$ cat src/rtl/zorro2_config_host.sv
// zorro2_config_host -- Zorro II AUTOCONFIG host for a single card.
// Reads the card's type and product nybbles. A 64K board is given the base
// address BASE and any other board is told to shut up. The outcome is reported.
// Optional feature: define CFG_HOST_TIMEOUT_EN to end unanswered bus cycles
// after TMO_CYC clocks. Without it, a cycle ends only on DTACK_n or BERR_n.
module zorro2_config_host #(
    parameter logic [7:0]  BASE    = 8'hE9,
    parameter int unsigned TMO_CYC = 31
) (
    input  logic        CLK,
    input  logic        RESET_n,
    input  logic        start,
    output logic [23:1] ADDR,
    output logic        AS_n,
    output logic        UDS_n,
    output logic        LDS_n,
    output logic        RW,
    output logic [3:0]  DOUT,
    output logic        DOE,
    input  logic [3:0]  DIN,
    input  logic        DTACK_n,
    input  logic        BERR_n,
    output logic        CFGOUT_n,
    output logic        busy,
    output logic        done,
    output logic        present,
    output logic        shutup,
    output logic [7:0]  er_type,
    output logic [7:0]  er_product
);
    typedef enum logic [3:0] {
        IDLE, RD_T0, RD_T1, RD_P0, RD_P1, WR_LO, WR_HI, WR_SHUT, FIN
    } state_t;

    // Bus cycle phases: address setup, strobe, write data strobe, wait,
    // strobe release, data release.
    typedef enum logic [2:0] {
        PH_C0, PH_C1, PH_C2, PH_WAIT, PH_END, PH_REL
    } phase_t;

    state_t state_q, state_d;
    phase_t phase_q, phase_d;
    logic   err_q, err_d;
    logic   in_bus, is_wr, start_ok, cyc_last, tmo;

    assign in_bus   = !(state_q inside {IDLE, FIN});
    assign is_wr    = state_q inside {WR_LO, WR_HI, WR_SHUT};
    assign start_ok = start && !in_bus;
    assign cyc_last = in_bus && (phase_q == PH_REL);

    function automatic logic [23:1] bus_addr(input state_t s);
        logic [23:0] a;
        case (s)
            RD_T0:   a = 24'hE80000;
            RD_T1:   a = 24'hE80002;
            RD_P0:   a = 24'hE80004;
            RD_P1:   a = 24'hE80006;
            WR_LO:   a = 24'hE8004A;
            WR_HI:   a = 24'hE80048;
            WR_SHUT: a = 24'hE8004C;
            default: a = '0;
        endcase
        return a[23:1];
    endfunction

    function automatic logic [3:0] wr_data(input state_t s);
        logic [7:0] b;
        b = BASE;
        case (s)
            WR_LO:   return b[3:0];
            WR_HI:   return b[7:4];
            default: return '0;
        endcase
    endfunction

`ifdef CFG_HOST_TIMEOUT_EN
    logic [4:0] tmo_cnt;

    // Count strobed cycles. The count is zero at C1, so AS_n stays low for at most TMO_CYC clocks.
    always_ff @(posedge CLK or negedge RESET_n) begin
        if (!RESET_n)
            tmo_cnt <= '0;
        else if (phase_q == PH_C0)
            tmo_cnt <= '0;
        else if (phase_q inside {PH_C1, PH_C2, PH_WAIT})
            tmo_cnt <= tmo_cnt + 5'd1;
    end

    assign tmo = (phase_q == PH_WAIT) && (tmo_cnt == 5'(TMO_CYC - 1));
`else
    logic [31:0] tmo_cfg_unused;
    assign tmo_cfg_unused = 32'(TMO_CYC);
    assign tmo            = 1'b0;
`endif

    // State, phase and termination-status registers.
    always_ff @(posedge CLK or negedge RESET_n) begin
        if (!RESET_n) begin
            state_q <= IDLE;
            phase_q <= PH_C0;
            err_q   <= 1'b0;
        end else begin
            state_q <= state_d;
            phase_q <= phase_d;
            err_q   <= err_d;
        end
    end

    // Next state and bus outputs. The outputs are decoded from state and phase.
    always_comb begin
        state_d  = state_q;
        phase_d  = phase_q;
        err_d    = err_q;
        ADDR     = '0;
        AS_n     = 1'b1;
        UDS_n    = 1'b1;
        LDS_n    = 1'b1;
        RW       = 1'b1;
        DOUT     = '0;
        DOE      = 1'b0;
        busy     = in_bus;
        done     = (state_q == FIN);
        CFGOUT_n = !in_bus;

        case (state_q)
            IDLE, FIN: begin
                if (start) begin
                    state_d = RD_T0;
                    phase_d = PH_C0;
                    err_d   = 1'b0;
                end
            end
            default: begin
                ADDR  = bus_addr(state_q);
                RW    = !is_wr;
                DOUT  = wr_data(state_q);
                AS_n  = !(phase_q inside {PH_C1, PH_C2, PH_WAIT});
                UDS_n = !((phase_q inside {PH_C2, PH_WAIT}) || (phase_q == PH_C1 && !is_wr));
                DOE   = is_wr && (phase_q inside {PH_C1, PH_C2, PH_WAIT, PH_END});
                case (phase_q)
                    PH_C0:   phase_d = PH_C1;
                    PH_C1:   phase_d = is_wr ? PH_C2 : PH_WAIT;
                    PH_C2:   phase_d = PH_WAIT;
                    PH_WAIT: begin
                        if (!DTACK_n || !BERR_n || tmo) begin
                            phase_d = PH_END;
                            // A timeout leaves DTACK_n high. BERR_n wins over DTACK_n.
                            err_d   = DTACK_n || !BERR_n;
                        end
                    end
                    PH_END:  phase_d = PH_REL;
                    PH_REL: begin
                        phase_d = PH_C0;
                        if (err_q)
                            state_d = FIN;
                        else begin
                            case (state_q)
                                RD_T0:   state_d = RD_T1;
                                RD_T1:   state_d = RD_P0;
                                RD_P0:   state_d = RD_P1;
                                RD_P1:   state_d = (er_type[2:0] == 3'b001) ? WR_LO : WR_SHUT;
                                WR_LO:   state_d = WR_HI;
                                default: state_d = FIN;
                            endcase
                        end
                    end
                    default: phase_d = PH_C0;
                endcase
            end
        endcase
    end

    // Outcome flags. They are cleared on an accepted start and settled as each bus cycle completes.
    always_ff @(posedge CLK or negedge RESET_n) begin
        if (!RESET_n) begin
            present <= 1'b0;
            shutup  <= 1'b0;
        end else if (start_ok) begin
            present <= 1'b0;
            shutup  <= 1'b0;
        end else if (cyc_last) begin
            if (err_q) begin
                present <= is_wr;
                shutup  <= 1'b0;
            end else if (state_q == RD_P1)
                present <= 1'b1;
            else if (state_q == WR_SHUT)
                shutup <= 1'b1;
        end
    end

    // Capture the ID nybbles on the edge that samples DTACK_n low. Product nybbles are stored inverted.
    always_ff @(posedge CLK or negedge RESET_n) begin
        if (!RESET_n) begin
            er_type    <= '0;
            er_product <= '0;
        end else if (in_bus && phase_q == PH_WAIT && !DTACK_n) begin
            case (state_q)
                RD_T0:   er_type[7:4]    <= DIN;
                RD_T1:   er_type[3:0]    <= DIN;
                RD_P0:   er_product[7:4] <= ~DIN;
                RD_P1:   er_product[3:0] <= ~DIN;
                default: ;
            endcase
        end
    end
endmodule

$ cat config.mk
export PLATFORM = sky130hd
export DESIGN_NAME = zorro2_config_host
export DESIGN_NICKNAME = d
export VERILOG_FILES = /design/src/rtl/zorro2_config_host.sv
export SDC_FILE = /design/constraint.sdc
export NUM_CORES = 1
export LEC_CHECK = 0
export CAP_MARGIN = 20
export CORE_UTILIZATION = 35
export CTS_CLUSTER_DIAMETER = 60
export DETAILED_ROUTE_END_ITERATION = 10
export PLACE_DENSITY = 0.7
export RECOVER_POWER = 100
export REMOVE_ABC_BUFFERS = 1
export SLEW_MARGIN = 20
export SYNTH_ARGS = -nofsm -noshare
export SYNTH_HDL_FRONTEND = slang
export SYNTH_SLANG_ARGS = --single-unit
export TNS_END_PERCENT = 5
$ cat constraint.sdc
create_clock -name CLK -period 1.4 [get_ports CLK]
set_clock_uncertainty 0.1 [all_clocks]
set_input_delay 0.28 -clock CLK [delete_from_list [all_inputs] [get_ports CLK]]
set_output_delay 0.28 -clock CLK [all_outputs]
set_load 0.02 [all_outputs]
==> results of run 1 <==
cells in the final DEF (no fill, tap or decap), types with 2 or more instances in the layout:
master           count
dlygate4sd2_1        8
clkbuf_1             2
o21ai_0              3
o31ai_2              2
nand2b_1             2
nor2_1               5
dfrtp_2              4
clkdlybuf4s50_1      7
buf_6               14
nor2_2               6
and2_1               2
clkdlybuf4s15_1      8
clkbuf_8             3
conb_1              16
nand2_1             15
nor3_1               3
buf_4               34
nand3b_4             3
buf_2                6
nor2_4               2
o21ai_1             11
a21oi_1              6
nor4_1               3
mux2_4               8
dfrtp_1             22
per-stage QoR:
stage | utilization (%) | hold slack (ps)
after floorplan | - | -116
after global placement | 52.5 | 360
after detailed placement | 52.5 | 375
after CTS | 55.5 | 268
after global routing | 56.6 | 428
final | 56.6 | 394
worst paths after layout:
path	cells past startpoint	endpoint	slack, ps	from
max	5	UDS_n	-390	state_q[2]$_DFFE_PN0P_
min	2	er_product[2]$_DFFE_PN0P_	390	er_product[2]$_DFFE_PN0P_
max reg2reg	8	phase_q[0]$_DFFE_PN0P_	-220	state_q[2]$_DFFE_PN0P_
min reg2reg	2	er_product[2]$_DFFE_PN0P_	390	er_product[2]$_DFFE_PN0P_
max in group asynchronous	2	state_q[0]$_DFFE_PN0P_	240	RESET_n
min in group asynchronous	2	present$_DFFE_PN0P_	480	RESET_n
cell type report:
type	instances	area, um2	share of cell area (%)
Clock buffer	3	41.3	1.77
Timing Repair Buffer	81	686	29.5
Sequential cell	26	656	28.2
Tap cell	50	62.6	2.69
Clock inverter	1	30.0	1.29
Multi-Input combinational cell	111	838	36.0
Inverter	3	13.8	0.591
per-layer routing:
layer  global-route usage, %  wire length (um)  vias to the layer above
li1                        -                 -                      645
met1                    22.8              1730                      605
met2                    27.2              1630                       42
met3                    2.47               157                        8
met4                    4.95                48                        0
met5                       0                 0                        -
flip-flops by register name, summed over array words and instances (netlist names):
| signal | flops |
|---|---|
| state_q | 4 |
| phase_q | 3 |
| er_product | 8 |
| er_type | 8 |
| err_q | 1 |
| present | 1 |
| shutup | 1 |
power by group through the flow:
stage | combinational (mW) | clock (mW) | sequential (mW)
5_1_grt | 3.28 | 0.672 | 1.32
6_report | 3.02 | 0.627 | 1.28
3_5_place_dp | 2.93 | 0 | 1.25
4_1_cts | 2.95 | 0.640 | 1.27
2_1_floorplan | 1.15 | 0 | 1.54
3_3_place_gp | 2.90 | 0 | 1.25
worst register-to-register path: stages (launching register included):
cell and delay [ps]:
dfrtp_2 460, and2b_2 240, o21ai_4 100, buf_6 130
inv_4 30, buf_4 120, buf_4 120, o21ai_1 110
a32o_1 160
kinds of logic (layout without fill, tap and decap cells):
| kind of cell | Yosys count | count (layout) | synth area share [%] |
|---|---|---|---|
| AND/OR/NAND/NOR | 51 | 51 | 20.3 |
| AO/OA/AOI/OAI | 33 | 33 | 13.6 |
| buffers and inverters | 32 | 88 | 14.1 |
| flip-flops | 26 | 26 | 42.0 |
| multiplexers | 9 | 9 | 8.47 |
| other | 2 | 16 | 0.484 |
| XOR/XNOR | 2 | 2 | 1.13 |
timing repair:
action / 4_1_cts / 5_1_grt
setup endpoints to repair: 63 / 55
gates resized for setup: 146 / 28
pin swaps: 15 / 4
setup buffers: 2 / 2
==> Flow_metrics.wiki, run 1 <==
{| class="wikitable"
! Metric !! Value
|-
| Fraction of power consumed by sequential logic || 25.9%
|-
| Failing checks || setup timing
|-
| Starting density of the core || 37.7%
|-
| Internal power consumption || 2.90 mW
|-
| Fin nets || 235
|-
| Share of total power in combinational logic || 61.3%
|-
| Setup slack of the critical path after layout || -389 ps
|-
| TritonCTS clock tree || done
|-
| Total global routing track utilization || 16.7%
|-
| CTS H-tree lvls || 1
|-
| Fraction of power spent switching nets || 41.1%
|-
| Power density relative to cell area || 2120 nW/um2
|-
| Data arrival time of the worst path || 1410 ps
|-
| Worst Hold Class || reg2reg
|-
| Fraction of synthesis flops using an asynchronous set or reset pin || 100%
|-
| EDFF count, synth || 0
|-
| Setup Viol. Count Final || 44
|-
| Main flop type after synthesis || dfrtp_1
|-
| Cells traversed along the worst timing path || and2b_2 > o21ai_4 > a21o_1 > nand2_1 > buf_6
|-
| Synth Area per Inst || 10.0 um2
|-
| Clock Path Buffers || 2
|-
| Quantity of hold-fixing buffers added after cts || 0
|-
| Cell with the most instances after synthesis || dfrtp_1
|-
| Delay of the slowest cell on the worst path || 460 ps
|-
| Number of buffers inserted during clock tree synthesis || 3
|-
| Antenna diode instance count || 0
|-
| Final Instance Count excl. Fillers || 275
|-
| DP HPWL || 2.62 mm
|-
| Max IR drop VDD || 0.777 mV
|-
| Unrepaired setup endpoints after global routing || true
|-
| Number of top-level design ports || 62
|-
| Routed wire length || 3.57 mm
|-
| Antenna violations before repair || 0
|-
| Total Negative Setup Slacks || -8820 ps
|-
| GR Overflow Total || 0
|-
| Share of final-layout standard cells stronger than drive strength 1 || 44.9%
|-
| Final number of hold-violating endpoints || 0
|-
| Fmax || 559 MHz
|-
| Area overhead of the layout relative to synthesis || 50.1%
|-
| Max-slew violation count || 0
|-
| Startpoint kind of the worst setup timing path || register
|-
| Global placement routability congestion || 0.839
|-
| Antenna-violating nets left || 0
|-
| Avg WL per Cell || 13.0 um
|-
| Die Outline Area || 4700 um2
|-
| Critical Path Fanout Max || 5
|-
| CP Capture Type || output pin
|-
| Ranking of synthesized cells by instance count || 26 x dfrtp_1, 25 x buf_4, 16 x nand2_1, 14 x o21ai_0, 12 x nor2_1
|-
| Minimum period implied by the final worst setup slack || 1790 ps
|-
| Cell chosen for the clock root || clkbuf_8
|-
| Category of cells accounting for the largest share of critical-path delay || flip-flops
|-
| Synthesized cell area || 1550 um2
|-
| Unique cell type count in the Yosys netlist || 37
|-
| Overall power of the completed layout || 4.93 mW
|-
| Total of flip-flops plus latches after synthesis || 26
|-
| Number of violations reported at the end of detailed-routing iteration 0 || 73
|-
| Clock edge transition at the registers on the reported setup and hold paths || 90 ps
|-
| Top area cells in the synthesized netlist || dfrtp_1 42%, buf_4 12%, mux2_4 7.7%
|-
| Period Utilization, post-route || 128%
|-
| Maximum Capacitance Violations || 0
|-
| Inst Count DP || 267
|-
| Y dimension of the die || 68.6 um
|-
| Clock share of power || 12.7%
|-
| Synth top area share || 42.0%
|-
| Proportion of synthesized chip area in sequential cells || 42.0%
|-
| Number of buffers and inverters on the critical path || 1
|-
| Buffers on Ports || 45
|-
| DIE WIDTH || 68.6 um
|-
| First-pass GRT wire length || 5.86 mm
|-
| Count of vias placed by the detailed router || 1300
|-
| Cell with the largest stage delay on the worst path || dfrtp_2
|-
| Fill count || 377
|-
| NetSw || 2.02 mW
|-
| Clock tree sinks || 26
|-
| Critical Path RT || 1020 ps
|-
| Run status || finished with violations
|-
| Number of warnings reported in the yosys synthesis log || 0
|-
| Count of mapped cells out of synthesis || 155
|-
| Most area-hungry cell type in the Yosys netlist || dfrtp_1
|-
| Type of the setup path with the least slack || reg2out
|-
| Floorplan Core Area || 4120 um2
|-
| Clk Latency, worst-skew pair || 270 ps
|-
| Rows || 23
|-
| First-pass detailed-route iteration total || 4
|-
| Leakage power summed over all cells || 1.15 nW
|-
| Placed inst area || 2160 um2
|-
| Finished layout cell area || 2330 um2
|-
| Ratio of routed vias to standard cells || 4.73
|-
| Slew margin rel. || 53.9%
|-
| Drc violations || 0
|-
| Worst setup slack after placement || -600 ps
|-
| Via count of the first global-routing pass || 1237
|-
| Transition time at the pin with the least slew margin || 692 ps
|-
| Largest net degree at the start of global routing || 27
|}
No activity file was read; power rests on OpenSTA's default activity.
==> run 2: changes to the inputs <==
--- a/config.mk
+++ b/config.mk
@@ -9,7 +9,7 @@
 export CORE_UTILIZATION = 35
 export CTS_CLUSTER_DIAMETER = 60
 export DETAILED_ROUTE_END_ITERATION = 10
-export PLACE_DENSITY = 0.7
+export PLACE_DENSITY = 0.69
 export RECOVER_POWER = 100
 export REMOVE_ABC_BUFFERS = 1
 export SLEW_MARGIN = 20
==> constraint.sdc (replaced) <==
create_clock -name CLK -period 1.7 [get_ports CLK]
set_clock_uncertainty 0.1 [all_clocks]
set_input_delay 0.34 -clock CLK [delete_from_list [all_inputs] [get_ports CLK]]
set_output_delay 0.34 -clock CLK [all_outputs]
set_load 0.02 [all_outputs]
==> Flow_metrics.wiki, run 2 (same netlist as run 1, synthesis figures left out) <==
{| class="wikitable"
! Metric !! Value
|-
| DP HPWL || 2.55 mm (was 2.62 mm)
|-
| Critical Path RT || 1260 ps (was 1020 ps)
|-
| Share of total power in combinational logic || 58.5% (was 61.3%)
|-
| Setup slack of the critical path after layout || -146 ps (was -389 ps)
|-
| Type of the setup path with the least slack || reg2out (unchanged)
|-
| Worst reg2reg startpoint || phase_q[2]$_DFFE_PN0P_ (was state_q[2]$_DFFE_PN0P_)
|-
| Fill count || 399 (was 377)
|-
| Global placement routability congestion || 0.807 (was 0.839)
|-
| Quantity of hold-fixing buffers added after cts || 0 (unchanged)
|-
| Endpoint with the worst hold slack || er_product[4]$_DFFE_PN0P_ (was er_product[2]$_DFFE_PN0P_)
|-
| Slew margin rel. || 57.4% (was 53.9%)
|-
| Maximum Capacitance Violations || 0 (unchanged)
|-
| Clock edge transition at the registers on the reported setup and hold paths || 90 ps (about the same)
|-
| Worst Reg2Reg Path Length in Cells || 4 (was 8)
|-
| Drc violations || 0 (unchanged)
|-
| Worst Hold Class || reg2reg (unchanged)
|-
| Hold_sp || er_product[4]$_DFFE_PN0P_ (was er_product[2]$_DFFE_PN0P_)
|-
| Transition time at the pin with the least slew margin || 638 ps (was 692 ps)
|-
| Internal power consumption || 2.17 mW (was 2.90 mW)
|-
| Worst setup path startpoint || state_q[0]$_DFFE_PN0P_ (was state_q[2]$_DFFE_PN0P_)
|-
| First-pass detailed-route iteration total || 4 (unchanged)
|-
| Fin nets || 225 (was 235)
|-
| Clock Path Buffers || 2 (unchanged)
|-
| Period Utilization, post-route || 109%
|-
| Unrepaired setup endpoints after global routing || true (unchanged)
|-
| First-pass GRT wire length || 5.54 mm (was 5.86 mm)
|-
| DIE WIDTH || 68.6 um (unchanged)
|-
| Die Outline Area || 4700 um2 (unchanged)
|-
| Hold path cells || 2 (unchanged)
|-
| Biggest registers after layout || er_product (8), er_type (8), state_q (4) (unchanged)
|-
| Setup Viol. Count Final || 15 (was 44)
|-
| Fraction of power spent switching nets || 42.4% (was 41.1%)
|-
| Fraction of power consumed by sequential logic || 27.8% (was 25.9%)
|-
| Clock tree sinks || 26 (unchanged)
|-
| Delay of the slowest cell on the worst path || 460 ps (about the same)
|-
| Failing checks || setup timing (unchanged)
|-
| Startpoint kind of the worst setup timing path || register (unchanged)
|-
| Floorplan Core Area || 4120 um2 (unchanged)
|-
| Data arrival time of the worst path || 1410 ps (about the same)
|-
| Most frequent standard cell in the layout excluding fill and tap cells || buf_4 (unchanged)
|-
| Area overhead of the layout relative to synthesis || 37.9% (was 50.1%)
|-
| Setup slack on the worst flop-to-flop path || 50 ps (was -220 ps)
|-
| GR Overflow Total || 0 (unchanged)
|-
| Via count of the first global-routing pass || 1156 (was 1237)
|-
| Routed wire length || 3.46 mm (was 3.57 mm)
|-
| Rows || 23 (unchanged)
|-
| R2R Path End || er_type[7]$_DFFE_PN0P_ (was phase_q[0]$_DFFE_PN0P_)
|-
| CTS H-tree lvls || 1 (unchanged)
|-
| Antenna-violating nets left || 0 (unchanged)
|-
| CP Capture Type || output pin (unchanged)
|-
| Overall power of the completed layout || 3.77 mW (was 4.93 mW)
|-
| Share of final-layout standard cells stronger than drive strength 1 || 40.5% (was 44.9%)
|-
| Cell chosen for the clock root || clkbuf_8 (unchanged)
|-
| Antenna diode instance count || 0 (unchanged)
|-
| Final number of hold-violating endpoints || 0 (unchanged)
|-
| Number of top-level design ports || 62 (unchanged)
|-
| Worst setup slack after placement || -307 ps (was -600 ps)
|-
| Critical Path Fanout Max || 4 (was 5)
|-
| Count of vias placed by the detailed router || 1268 (was 1300)
|-
| Run status || finished with violations (unchanged)
|-
| Clk Latency, worst-skew pair || 270 ps (about the same)
|-
| Antenna violations before repair || 0 (unchanged)
|-
| Final Instance Count excl. Fillers || 265 (was 275)
|-
| Minimum period implied by the final worst setup slack || 1850 ps
|-
| Power density relative to cell area || 1760 nW/um2 (was 2120 nW/um2)
|-
| Max-slew violation count || 0 (unchanged)
|-
| Leakage power summed over all cells || 1.05 nW (was 1.15 nW)
|-
| Finished layout cell area || 2140 um2 (was 2330 um2)
|-
| Starting density of the core || 37.7% (unchanged)
|-
| Number of violations reported at the end of detailed-routing iteration 0 || 96 (was 73)
|-
| Number of buffers inserted during clock tree synthesis || 3 (unchanged)
|-
| Y dimension of the die || 68.6 um (unchanged)
|-
| Leading cell types in the layout, fill and taps excluded || 27 x buf_4, 23 x dfrtp_1, 16 x nand2_1, 16 x conb_1, 15 x clkbuf_1 (was 34 x buf_4, 22 x dfrtp_1, 16 x conb_1)
|-
| Cell with the largest stage delay on the worst path || dfrtp_2 (unchanged)
|-
| Inst Count DP || 259 (was 267)
|-
| Total global routing track utilization || 16.0% (was 16.7%)
|-
| TritonCTS clock tree || done (unchanged)
|-
| Cells traversed along the worst timing path || nand2b_4 > mux2_2 > nor2_1 > buf_4 (was and2b_2 > o21ai_4 > a21o_1 > nand2_1 > buf_6)
|-
| Final Hold Slack || 387 ps (was 394 ps)
|-
| Buffers on Ports || 45 (unchanged)
|-
| Max IR drop VDD || 0.819 mV (was 0.777 mV)
|-
| Ratio of routed vias to standard cells || 4.78 (was 4.73)
|-
| Largest net degree at the start of global routing || 27 (unchanged)
|-
| Fmax || 542 MHz
|-
| Avg WL per Cell || 13.1 um (was 13.0 um)
|-
| Clock share of power || 13.6% (was 12.7%)
|-
| NetSw || 1.60 mW (was 2.02 mW)
|-
| Placed inst area || 2090 um2 (was 2160 um2)
|}
## run 2: cell types whose count changed in the layout (fill, tap and decap cells not counted), sizes merged
cell	change
clkbuf	+13
dlygate4sd2	-5
clkdlybuf4s15	-8
buf	-10
## run 2: worst max path at each step
stage,to,slack (ps),cells past startpoint
global route,UDS_n,-200,5
global placement,done,-320,4
finish,ADDR[1],-150,4
CTS,ADDR[3],-140,5
detailed placement,done,-310,4
floorplan,ADDR[19],-550,2
## run 2: timing repair
item                                    4_1_cts  5_1_grt
pin swaps                                     1        3
gates resized for setup                      93       50
setup buffers                                 1        1
endpoints found under the setup margin       22       47
cloned                                        0        0
## run 2: critical path: cells and delay by family (launching register included)
kind	cells	cell delay, ps
simple gates	2	270
mux	1	260
flops	1	460
buf+inv	1	150
## run 2: layout make-up
type,count,area (um2),area share (%)
Clock buffer,3,41.3,1.93
Clock inverter,1,30.0,1.40
Inverter,3,13.8,0.644
Multi-Input combinational cell,111,806,37.7
Sequential cell,26,654,30.6
Tap cell,50,62.6,2.93
Timing Repair Buffer,71,531,24.8
## run 2: power groups by stage
stage / logic (mW) / clock network [mW] / registers [mW]
4_1_cts: 2.17 / 0.525 / 1.05
3_3_place_gp: 2.25 / 0 / 1.03
5_1_grt: 2.39 / 0.552 / 1.08
6_report: 2.20 / 0.513 / 1.05
3_5_place_dp: 2.27 / 0 / 1.03
2_1_floorplan: 0.949 / 0 / 1.27
## run 2: per-stage QoR
| stage | utilization [%] | TNS (ps) |
|---|---|---|
| after CTS | 51.5 | -1240 |
| after detailed placement | 50.7 | -7320 |
| after global routing | 52.0 | -2110 |
| after floorplan | - | -5320 |
| after global placement | 50.7 | -7030 |
| final | 52.0 | -919 |
## run 2: per-layer routing
layer	GRT usage [%]	up-vias	share of wire, %
met1	22.0	608	47
met3	1.97	2	5.3
li1	-	619	-
met4	3.91	0	0.23
met5	0	-	0
met2	26.5	39	47
